File: src/rtl/rdma_rc_psn_tagger.sv
// rdma_rc_psn_tagger
//   Transmit-side RC stage sitting directly after the RC send buffer. For
//   every buffered packet it emits one 64-bit transport header beat
//   {opcode 8'h04, QPN, PSN, 8'h00}, then passes the payload through with
//   no added latency. PSNs are assigned sequentially and wrap at 2^24.
//   Unacknowledged packets are counted against cumulative ACKs, and
//   send_pause is raised when the outstanding window is full.
//
// Ports
//   clk, rst            clock; asynchronous active-high reset
//   cfg_qpn             destination QPN, captured into each header
//   cfg_start_psn       initial PSN, loaded by the cfg_load pulse
//   cfg_load            load strobe; only honoured when idle with nothing outstanding
//   s_axis_*            payload stream from the send buffer
//   m_axis_*            header + payload stream to the link
//   ack_valid, ack_psn  cumulative ACK (inclusive highest PSN)
//   ack_err             one-cycle pulse for a rejected ACK
//   send_pause          window full, fed back to the send buffer
//   outstanding         unacknowledged packet count
//   next_psn            PSN to be used by the next packet
module rdma_rc_psn_tagger #(
    parameter int DATA_WIDTH = 64,
    parameter int PSN_WIDTH  = 24,
    parameter int WINDOW     = 8,
    parameter int CNT_WIDTH  = $clog2(WINDOW + 1)
) (
    input  logic                  clk,
    input  logic                  rst,
    input  logic [PSN_WIDTH-1:0]  cfg_qpn,
    input  logic [PSN_WIDTH-1:0]  cfg_start_psn,
    input  logic                  cfg_load,
    input  logic [DATA_WIDTH-1:0] s_axis_tdata,
    input  logic                  s_axis_tvalid,
    input  logic                  s_axis_tlast,
    output logic                  s_axis_tready,
    output logic [DATA_WIDTH-1:0] m_axis_tdata,
    output logic                  m_axis_tvalid,
    output logic                  m_axis_tlast,
    input  logic                  m_axis_tready,
    input  logic                  ack_valid,
    input  logic [PSN_WIDTH-1:0]  ack_psn,
    output logic                  ack_err,
    output logic                  send_pause,
    output logic [CNT_WIDTH-1:0]  outstanding,
    output logic [PSN_WIDTH-1:0]  next_psn
);

    localparam logic [7:0]           HDR_OPCODE = 8'h04;
    localparam logic [CNT_WIDTH-1:0] WIN_C      = CNT_WIDTH'(WINDOW);

    typedef enum logic [1:0] {
        IDLE,
        HDR,
        PAYLOAD
    } state_t;

    state_t                state_q, state_d;
    logic [DATA_WIDTH-1:0] hdr_q, hdr_d;
    logic [PSN_WIDTH-1:0]  next_psn_q, next_psn_d;
    logic [PSN_WIDTH-1:0]  oldest_q, oldest_d;
    logic [CNT_WIDTH-1:0]  outstanding_q, outstanding_d;
    logic                  send_pause_q;
    logic                  ack_err_q;

    logic                  commit;
    logic                  ack_ok;
    logic [PSN_WIDTH-1:0]  ack_n;
    logic [PSN_WIDTH-1:0]  cnt_ext;

    always_comb begin
        state_d       = state_q;
        hdr_d         = hdr_q;
        next_psn_d    = next_psn_q;
        oldest_d      = oldest_q;
        commit        = 1'b0;
        s_axis_tready = 1'b0;
        m_axis_tvalid = 1'b0;
        m_axis_tlast  = 1'b0;
        m_axis_tdata  = '0;

        case (state_q)
            IDLE: begin
                if (cfg_load && outstanding_q == '0) begin
                    next_psn_d = cfg_start_psn;
                    oldest_d   = cfg_start_psn;
                end
                // Window is only checked here; an admitted packet always completes.
                if (s_axis_tvalid && outstanding_q < WIN_C) begin
                    hdr_d   = {HDR_OPCODE, cfg_qpn, next_psn_q, 8'h00};
                    state_d = HDR;
                end
            end
            HDR: begin
                m_axis_tvalid = 1'b1;
                m_axis_tdata  = hdr_q;
                if (m_axis_tready) begin
                    state_d = PAYLOAD;
                end
            end
            PAYLOAD: begin
                m_axis_tdata  = s_axis_tdata;
                m_axis_tvalid = s_axis_tvalid;
                m_axis_tlast  = s_axis_tlast;
                s_axis_tready = m_axis_tready;
                if (s_axis_tvalid && m_axis_tready && s_axis_tlast) begin
                    commit     = 1'b1;
                    next_psn_d = next_psn_q + PSN_WIDTH'(1);
                    state_d    = IDLE;
                end
            end
            default: state_d = IDLE;
        endcase

        // Cumulative ACK: number of packets it retires, modulo the PSN space.
        // Judged against the registered count, before any same-cycle commit.
        ack_n   = ack_psn - oldest_q + PSN_WIDTH'(1);
        cnt_ext = PSN_WIDTH'(outstanding_q);
        ack_ok  = ack_valid && (ack_n != '0) && (ack_n <= cnt_ext);
        if (ack_ok) begin
            oldest_d = ack_psn + PSN_WIDTH'(1);
        end

        outstanding_d = outstanding_q
                      + (commit ? CNT_WIDTH'(1) : '0)
                      - (ack_ok ? ack_n[CNT_WIDTH-1:0] : '0);
    end

    always_ff @(posedge clk or posedge rst) begin
        if (rst) begin
            state_q       <= IDLE;
            hdr_q         <= '0;
            next_psn_q    <= '0;
            oldest_q      <= '0;
            outstanding_q <= '0;
            send_pause_q  <= 1'b0;
            ack_err_q     <= 1'b0;
        end else begin
            state_q       <= state_d;
            hdr_q         <= hdr_d;
            next_psn_q    <= next_psn_d;
            oldest_q      <= oldest_d;
            outstanding_q <= outstanding_d;
            // Derived from the next count so it never lags outstanding.
            send_pause_q  <= (outstanding_d == WIN_C);
            ack_err_q     <= ack_valid && !ack_ok;
        end
    end

    assign outstanding = outstanding_q;
    assign next_psn    = next_psn_q;
    assign send_pause  = send_pause_q;
    assign ack_err     = ack_err_q;

endmodule
File: config.mk
export PLATFORM = sky130hd
export DESIGN_NAME = rdma_rc_psn_tagger
export DESIGN_NICKNAME = d
export VERILOG_FILES = /design/src/rtl/rdma_rc_psn_tagger.sv
export SDC_FILE = /design/constraint.sdc
export NUM_CORES = 1
export LEC_CHECK = 0
export CAP_MARGIN = 30
export CORE_MARGIN = 5
export CORE_UTILIZATION = 44
export DETAILED_ROUTE_END_ITERATION = 7
export PLACE_DENSITY = 0.78
export SETUP_SLACK_MARGIN = 0.05
export SLEW_MARGIN = 15
export SYNTH_ARGS = -nofsm -noshare
export SYNTH_HDL_FRONTEND = slang
export SYNTH_SLANG_ARGS = --single-unit
File: constraint.sdc
create_clock -name clk -period 4.61 [get_ports clk]
set_clock_uncertainty 0.1 [all_clocks]
set_input_delay 0.922 -clock clk [delete_from_list [all_inputs] [get_ports clk]]
set_output_delay 0.922 -clock clk [all_outputs]
set_load 0.03 [all_outputs]
Word level (Yosys, flattened, before mapping)
Index checks and enable logic that the tools add are counted.

storage, ports and cells
  flip-flop bits (word level) = 105
  output and inout port bits = 97
  word-level logic and storage cells = 57
  bits of input ports = 143

cells by class
  equal/unequal tests = 7
  reduce and logical (&&, ||, !) cells = 18
  mux-type cells = 17
  $lt $le $gt $ge = 2
  add/sub/neg operators = 6

operator list
  cell                   count
  $pmux 64 s2            1
  $mux 24                4
  $add 24x1->24 const B  3
  $pmux 24 s2            1
  $le 24x4->1            1
  $reduce_bool 24->1     1
  $sub 24x24->24         1
  $ne 2x2->1 const B     4
  $logic_and 1x1->1      7
  $mux 2                 3
  $pmux 2 s3             1
  $reduce_and 3->1       2
  $reduce_bool 2->1      3
  $mux 1                 5
  $add 4x1->4            1
  $eq 4x4->1 const B     1
  $logic_not 4->1        1
  $lt 4x4->1 const B     1
  $mux 4                 1
  $reduce_and 2->1       2
  $sub 4x4->4            1
  $eq 2x1->1 const B     1
  $eq 2x2->1 const B     1
  $logic_not 2->1        1
  2 further kinds        2

Depth between registers and ports, before layout
Gate-level depths: netlist of the first run.

  depth after elaboration = 8
  depth in mapped cells = 24
  gate-level depth less buffers = 24

Worst setup path after synthesis of the first run
No wires, ideal clock.

  path kind = input-to-reg
  start = input ack_psn[1]
  end = register send_pause_q, in the netlist send_pause
  buffers on the path = 0
  data required time = 4.431 ns
  path slack = -0.375 ns
  library setup time = 0.079 ns
  arrival = 4.806 ns
  cell stages on the path = 23
  cells stage by stage = inv_1 -> ha_1 -> inv_1 -> ha_1 -> inv_1 -> fa_1 -> xor2_1 -> inv_1 -> ha_1 -> a21oi_1 -> o21a_1 -> a2bb2oi_1 -> o2111ai_1 -> nor4_1 -> and4_1 -> and3_1 -> ha_1 -> inv_1 -> ha_1 -> fa_1 -> nor3_1 -> nand2b_1 -> mux2i_1

between the ends
  cells in the longest elaborated chain, start to end = 8
  elaborated cells between the ends (all ways) = 9
  classes of those cells = add/sub: 3; order compare: 1; eq/ne: 1; mux: 1; reduce/logical: 3

RTL lines
  element                                                              line  text
  start, declared                                                      41    input logic [PSN_WIDTH-1:0] ack_psn,
  $sub 24x24->24 *                                                     116   ack_n = ack_psn - oldest_q + PSN_WIDTH'(1);
  $add 24x1->24 *                                                      116
  parallel branches: the longest is 3 deep, another holds $le 24x4->1  --
  $mux 4 *                                                             125   - (ack_ok ? ack_n[CNT_WIDTH-1:0] : '0);
  $sub 4x4->4 *                                                        125
  named net outstanding_d[1]                                           61    logic [CNT_WIDTH-1:0] outstanding_q, outstanding_d;
  $eq 4x4->1 *                                                         144   send_pause_q <= (outstanding_d == WIN_C);
  end signal, assigned                                                 144
  end, declared                                                        62    logic send_pause_q;

Mark *: on every way through the listed nets, which the timed path passes.
A chain may end at the register's enable or synchronous reset.

Worst setup path after layout of the first run
Same ends and word-level chain as after synthesis.

==> results of run 1 <==
## metrics by stage
| stage | setup slack (ns) | util [%] | instances | setup TNS [ns] |
|---|---|---|---|---|
| after global placement | -0.8449 | 63.50 | 1473 | -7.397 |
| after floorplan | -0.06397 | - | 914 | -0.06397 |
| after global routing | -0.1694 | 69.74 | 1513 | -0.2261 |
| after detailed placement | -0.9582 | 63.50 | 1473 | -10.43 |
| final | -0.01422 | 69.74 | 1513 | -0.01422 |
| after CTS | 0.008520 | 68.38 | 1505 | 0 |
## layout make-up
type | instances | area [um^2] | area share (%)
multi-input combinational | 714 | 6038 | 46.44
timing repair buffer | 394 | 3558 | 27.37
sequential | 105 | 2628 | 20.21
tap | 234 | 292.8 | 2.252
clock buffer | 10 | 229.0 | 1.761
inverter | 47 | 188.9 | 1.453
clock inverter | 5 | 56.30 | 0.4331
antenna | 4 | 10.01 | 0.07699
## logic make-up after synthesis
| family | count (synthesis) | share of synthesized area, % |
|---|---|---|
| simple gates | 289 | 18.88 |
| compound gates | 225 | 17.74 |
| flops | 105 | 31.59 |
| mux | 102 | 13.07 |
| buf+inv | 95 | 5.250 |
| fa+ha+maj | 62 | 9.508 |
| xor+xnor | 36 | 3.957 |
## worst max-delay path, delay by kind of cell
family                   cells  cell delay [ns]
AO/OA/AOI/OAI                4             0.59
adder cells (fa/ha/maj)      6             1.51
buffers and inverters        7             0.60
multiplexers                 2             0.35
AND/OR/NAND/NOR              4             0.48
XOR/XNOR                     1             0.31
## state kept, by name, summed over array words and instances, names as in the netlist
register / flops
send_pause: 1
ack_err: 1
oldest_q: 24
hdr_q: 49
outstanding: 4
next_psn: 24
state_q: 2
## Yosys cell counts (29+ instances only)
| master | count | area [um^2] |
|---|---|---|
| a21oi_1 | 75 | 375.4 |
| a22oi_1 | 51 | 382.9 |
| clkbuf_1 | 29 | 108.9 |
| dfrtp_1 | 105 | 2628 |
| ha_1 | 60 | 750.7 |
| inv_1 | 47 | 176.4 |
| mux2_2 | 49 | 551.8 |
| mux2i_1 | 52 | 520.5 |
| nand2_1 | 69 | 259.0 |
| nand3_1 | 29 | 145.1 |
| nor2_1 | 37 | 138.9 |
| nor2b_1 | 55 | 344.1 |
| o21ai_0 | 35 | 175.2 |
## timing repair
item,in CTS,in global routing
resized for setup,100,38
endpoints found under the setup margin,23,22
hold buffers,0,0
pin swaps,45,29
setup buffers,17,3
## metal layers
metal	vias to the layer above	GRT usage, %
li1	4021	-
met1	4024	30.66
met2	276	45.76
met3	58	3.617
met4	0	9.087
met5	-	0
## worst min path at each step
stage,end,depth (start not counted),startpoint
2_1_floorplan,hdr_q[58],1,hdr_q[58]
3_3_place_gp,hdr_q[58],1,hdr_q[58]
3_5_place_dp,hdr_q[58],1,hdr_q[58]
4_1_cts,hdr_q[58],1,hdr_q[58]
5_1_grt,hdr_q[35],1,hdr_q[35]
6_report,hdr_q[58],1,hdr_q[58]
## power breakdown
| group | switching (mW) | internal (mW) |
|---|---|---|
| logic | 3.57 | 3.47 |
| clock network | 0.335 | 0.419 |
| registers | 0.419 | 1.38 |
| total | 4.32 | 5.27 |
==> flow_summary_export.csv, run 1 <==
group,metric,value,unit
status,status,"complete, but fails checks",
status,violations,"setup timing",
synth,synth_area,0.008317,mm^2
clocking,clk_path_buf_depth,2,
clocking,cts-buffers-inserted,9,
final_layout,layout_commonest_cell,"clkdlybuf4s50_1",
synth,ys_seq_area_share,31.59,%
routing,dr.first_iter.drc_count,418,
routing,drcViolationCount,0,
routing,vias,8379,
setup_path,r2r_end,"send_pause",
power_and_ir_drop,irDropWorstVdd,400.3,uV
routing,ant_nets,0,
synth,ys.flop_type,"dfrtp_1",
clocking,clock-root-buffer,"clkbuf_16",
flow_run,drv_cap,0,
die,io_pins,240,
grt,grt.overflow.total,0,
power_and_ir_drop,p_per_area,737.6,mW/mm^2
sta,final_hold_viol_count,0,
sta,drv_slew,0,
final_layout,final_layout_size_suffix_gt1_share,27.14,%
routing,first_pass_iters,5,
synth,synth_area_per_cell,9.099,um^2
setup_path,slowest_delay,0.40,ns
setup_path,critPathRequiredTime,4.74,ns
setup_path,crit_slowest_cell,"fa_2",
clocking,cts_tree,"done",
synth,async_flop_share,100.0,%
power_and_ir_drop,p_leak,5.569,nW
routing,routedLengthMet1,11790,um
setup_path,setup.worst_path.end_class,"flop",
grt,grt_pass1_wl,44110,um
power_and_ir_drop,p_total,9.589,mW
setup_path,worstSetupStartpointType,"primary input",
sta,finalCriticalPeriod,4.624,ns
final_layout,nets,1476,
place,port_buffers,239,
die,die-area,0.02175,mm^2
clocking,clkSinkCount,105,
final_layout,nFillCells,1429,
setup_path,startpoint,"ack_psn[1]",
sta,worst_slew_pin_slew,0.8459,ns
sta,fmax,216.3,MHz
clocking,clkSlewWorstSetupHoldPaths,0.07,ns
die,core,0.01864,mm^2
clocking,clkLatencyLatePin,0.34,ns
synth,yosys_warnings,0,
setup_path,cp_common_cell,"ha_4",
routing,wl_met3,1525,um
setup_path,reg2reg_slack,0.22,ns
min_path,min_path_type,"flop to flop",
synth,ys_types,78,
place,place_congestion,1.015,
setup_path,path_max_fanout,4,
sta,rsz0062_at_grt,"yes",
die,die_w,147.5,um
grt,grt_pass1_vias,8238,
setup_path,cp_cell_sequence,"buf_8 -> inv_8 -> ha_4 -> inv_4 -> ha_4 -> inv_2 -> fa_2 -> nand2b_4 -> a21oi_4 -> o211ai_2 -> buf_4 -> a21oi_1 -> mux2i_1 -> a211oi_2 -> buf_4 -> and3_4 -> ha_4 -> inv_2 -> ha_4 -> fa_2 -> xor2_1 -> nor3_4 -> nand2b_1 -> mux2i_1",
grt,track_usage,25.29,%
final_layout,fin_area,0.01300,mm^2
sta,period_share,100.3,%
setup_path,reg2reg_from,"oldest_q[1]",
routing,routedWlPerCell,19.30,um
sta,slew_headroom,43.61,%
grt,antenna_found_initial,4,
setup_path,crit_arrival,4.75,ns
synth,synth_seq_cells,105,
routing,top_layer_used,"met4",
setup_path,crit_end,"send_pause",
die,initial_core_util,44.61,%
final_layout,syn_to_final_growth,56.33,%
sta,setup_ws,-0.01422,ns
die,dieHeight,147.5,um
final_layout,mostFrequentLayoutCells,"217 x clkdlybuf4s50_1, 153 x buf_4, 105 x dfrtp_1, 67 x a21oi_1, 66 x nand2_1",
setup_path,path_class,"primary input to flop",
routing,viasPerCell,5.538,
clocking,htreeDepth,3,
synth,synth_cells,914,
synth,syn-num-nets,1119,
die,rows,50,
sta,fin_hold_ws,0.3826,ns
routing,wl_met2,14920,um
place,place_area,0.01184,mm^2
synth,synth_edf_count,0,
sta,setup_viol,1,
routing,wirelength,29200,um
setup_path,reg2reg_depth,22,
place,dp_hpwl,22680,um
grt,grt_max_degree,86,
(Power assumes the default switching activity.)
==> run 2, diff against run 1 <==
- CELL_PAD_IN_SITES_DETAIL_PLACEMENT: unset -> 0
- CELL_PAD_IN_SITES_GLOBAL_PLACEMENT: unset -> 1
- CORE_UTILIZATION: 44 -> 33
- PLACE_DENSITY: 0.78 -> unset
- PLACE_DENSITY_LB_ADDON: unset -> 0.1
- SLEW_MARGIN: 15 -> 20
==> flow_summary_export.csv, run 2 (synthesized netlist as in run 1, its figures left out) <==
group,metric,value,unit
status,status,"finished clean",
final_layout,fin_area,0.01312,mm^2
setup_path,reg2reg_slack,0.24,ns
clocking,clkSinkCount,105,
place,place_congestion,0.9710,
setup_path,reg2reg_depth,18,
setup_path,r2r_end,"send_pause",
routing,drcViolationCount,0,
place,pre_cts_slack,-0.9703,ns
final_layout,nets,1481,
grt,grt_max_degree,71,
setup_path,path_max_fanout,3,
setup_path,cp_cell_sequence,"dlygate4sd2_1 -> ha_4 -> ha_4 -> and4_1 -> and2_1 -> a221o_1 -> or3b_4 -> o21ai_4 -> nor4_2 -> and4_4 -> and3_4 -> ha_4 -> inv_2 -> ha_4 -> fa_2 -> xor2_2 -> nor3_2 -> nand2b_1 -> mux2i_1",
clocking,htreeDepth,3,
final_layout,antenna_cells,0,
routing,wirelength,29580,um
sta,fin_hold_ws,0.3794,ns
min_path,min_path_type,"flop to flop",
routing,routedWlPerCell,18.36,um
sta,setup_viol,0,
sta,setup_ws,0.002691,ns
sta,slew_headroom,47.32,%
setup_path,slowest_delay,0.43,ns
setup_path,crit_arrival,4.78,ns
power_and_ir_drop,irDropWorstVdd,348.4,uV
clocking,clkSlewWorstSetupHoldPaths,0.08,ns
routing,ant_nets,0,
die,io_pins,240,
power_and_ir_drop,p_per_area,727.9,mW/mm^2
clocking,cts-buffers-inserted,9,
sta,final_hold_viol_count,0,
sta,finalCriticalPeriod,4.607,ns
setup_path,cp_common_cell,"ha_4",
setup_path,path_class,"primary input to flop",
die,rows,58,
routing,viasPerCell,5.051,
place,place_area,0.01205,mm^2
clocking,clk_path_buf_depth,2,
grt,grt_pass1_wl,45640,um
grt,grt.overflow.total,0,
clocking,cts_tree,"done",
setup_path,startpoint,"ack_psn[19]",
die,die_w,168.8,um
final_layout,nFillCells,2348,
setup_path,critPathRequiredTime,4.78,ns
sta,rsz0062_at_grt,"yes",
final_layout,mostFrequentLayoutCells,"217 x clkdlybuf4s50_1, 157 x buf_4, 105 x dfrtp_1, 68 x nand2_1, 65 x a21oi_1",
sta,drv_slew,0,
die,die-area,0.02848,mm^2
min_path,min-delay-start,"hdr_q[58]",
final_layout,final_layout_size_suffix_gt1_share,27.56,%
setup_path,crit_end,"send_pause",
final_layout,layout_commonest_cell,"clkdlybuf4s50_1",
final_layout,largest_reg_flops,49,
final_layout,syn_to_final_growth,57.77,%
place,dp_hpwl,23410,um
routing,vias,8137,
grt,antenna_found_initial,0,
sta,period_share,99.94,%
place,port_buffers,239,
grt,track_usage,20.02,%
grt,grt_pass1_vias,8037,
clocking,clock-root-buffer,"clkbuf_16",
power_and_ir_drop,p_total,9.550,mW
die,core,0.02496,mm^2
power_and_ir_drop,p_leak,5.599,nW
clocking,clkLatencyLatePin,0.35,ns
routing,first_pass_iters,5,
flow_run,drv_cap,0,
routing,dr.first_iter.drc_count,441,
sta,worst_slew_pin_slew,0.7901,ns
setup_path,worstSetupStartpointType,"primary input",
setup_path,crit_slowest_cell,"or3b_4",
final_layout,regMostFlops,"hdr_q",
setup_path,reg2reg_from,"oldest_q[4]",
die,dieHeight,168.8,um
die,initial_core_util,33.31,%
setup_path,setup.worst_path.end_class,"flop",
sta,fmax,217.0,MHz
-- run 2: worst min path at each step --
stage / slack [ns] / endpoint / cells past startpoint
floorplan: 0.34 / hdr_q[58] / 1
global placement: 0.36 / hdr_q[58] / 1
detailed placement: 0.35 / hdr_q[58] / 1
CTS: 0.38 / hdr_q[58] / 1
global route: 0.40 / hdr_q[58] / 1
finish: 0.38 / hdr_q[58] / 1
-- run 2: final cells by class --
cell class	count	area [um^2]	share of cell area, %
multi-input cells	714	6022	45.90
repair buffers	399	3582	27.30
flip-flops and latches	105	2628	20.02
well taps	330	412.9	3.147
clock buffers	9	225.2	1.716
inverters	47	186.4	1.421
clock inverters	7	65.06	0.4959
-- run 2: through the flow --
| step | std cells | util [%] | setup TNS [ns] |
|---|---|---|---|
| after floorplan | 914 | - | -0.06397 |
| after global placement | 1580 | 48.28 | -9.104 |
| after detailed placement | 1580 | 48.28 | -8.560 |
| after CTS | 1604 | 50.79 | -0.1255 |
| after global routing | 1611 | 52.56 | -0.1375 |
| final | 1611 | 52.56 | 0 |
-- run 2: report_power, final --
group	total, mW	switching, mW	internal (mW)	leakage, nW
logic	7.00	3.51	3.49	4.24
registers	1.80	0.416	1.38	1.22
clock network	0.752	0.373	0.378	0.140
-- run 2: critical path: cells and delay by family --
family / cells / cell delay (ns)
AND/OR/NAND/NOR: 8 / 1.43
adder cells (fa/ha/maj): 5 / 1.24
AO/OA/AOI/OAI: 2 / 0.52
buffers and inverters: 2 / 0.32
XOR/XNOR: 1 / 0.19
multiplexers: 1 / 0.13
-- run 2: repair_timing --
action                     CTS  global route
setup endpoints to repair    4             4
buffers inserted             8             7
hold buffers                 0             0
pin swaps                   27            36
cloned                       0             0
resized for setup           73            75
-- run 2: metal layers --
| layer | vias to the layer above | wire, um | global-route usage, % |
|---|---|---|---|
| met5 | - | 0 | 0 |
| met1 | 3848 | 13270 | 26.43 |
| met3 | 31 | 1491 | 3.129 |
| li1 | 4033 | - | - |
| met2 | 225 | 14260 | 34.54 |
| met4 | 0 | 559 | 4.693 |
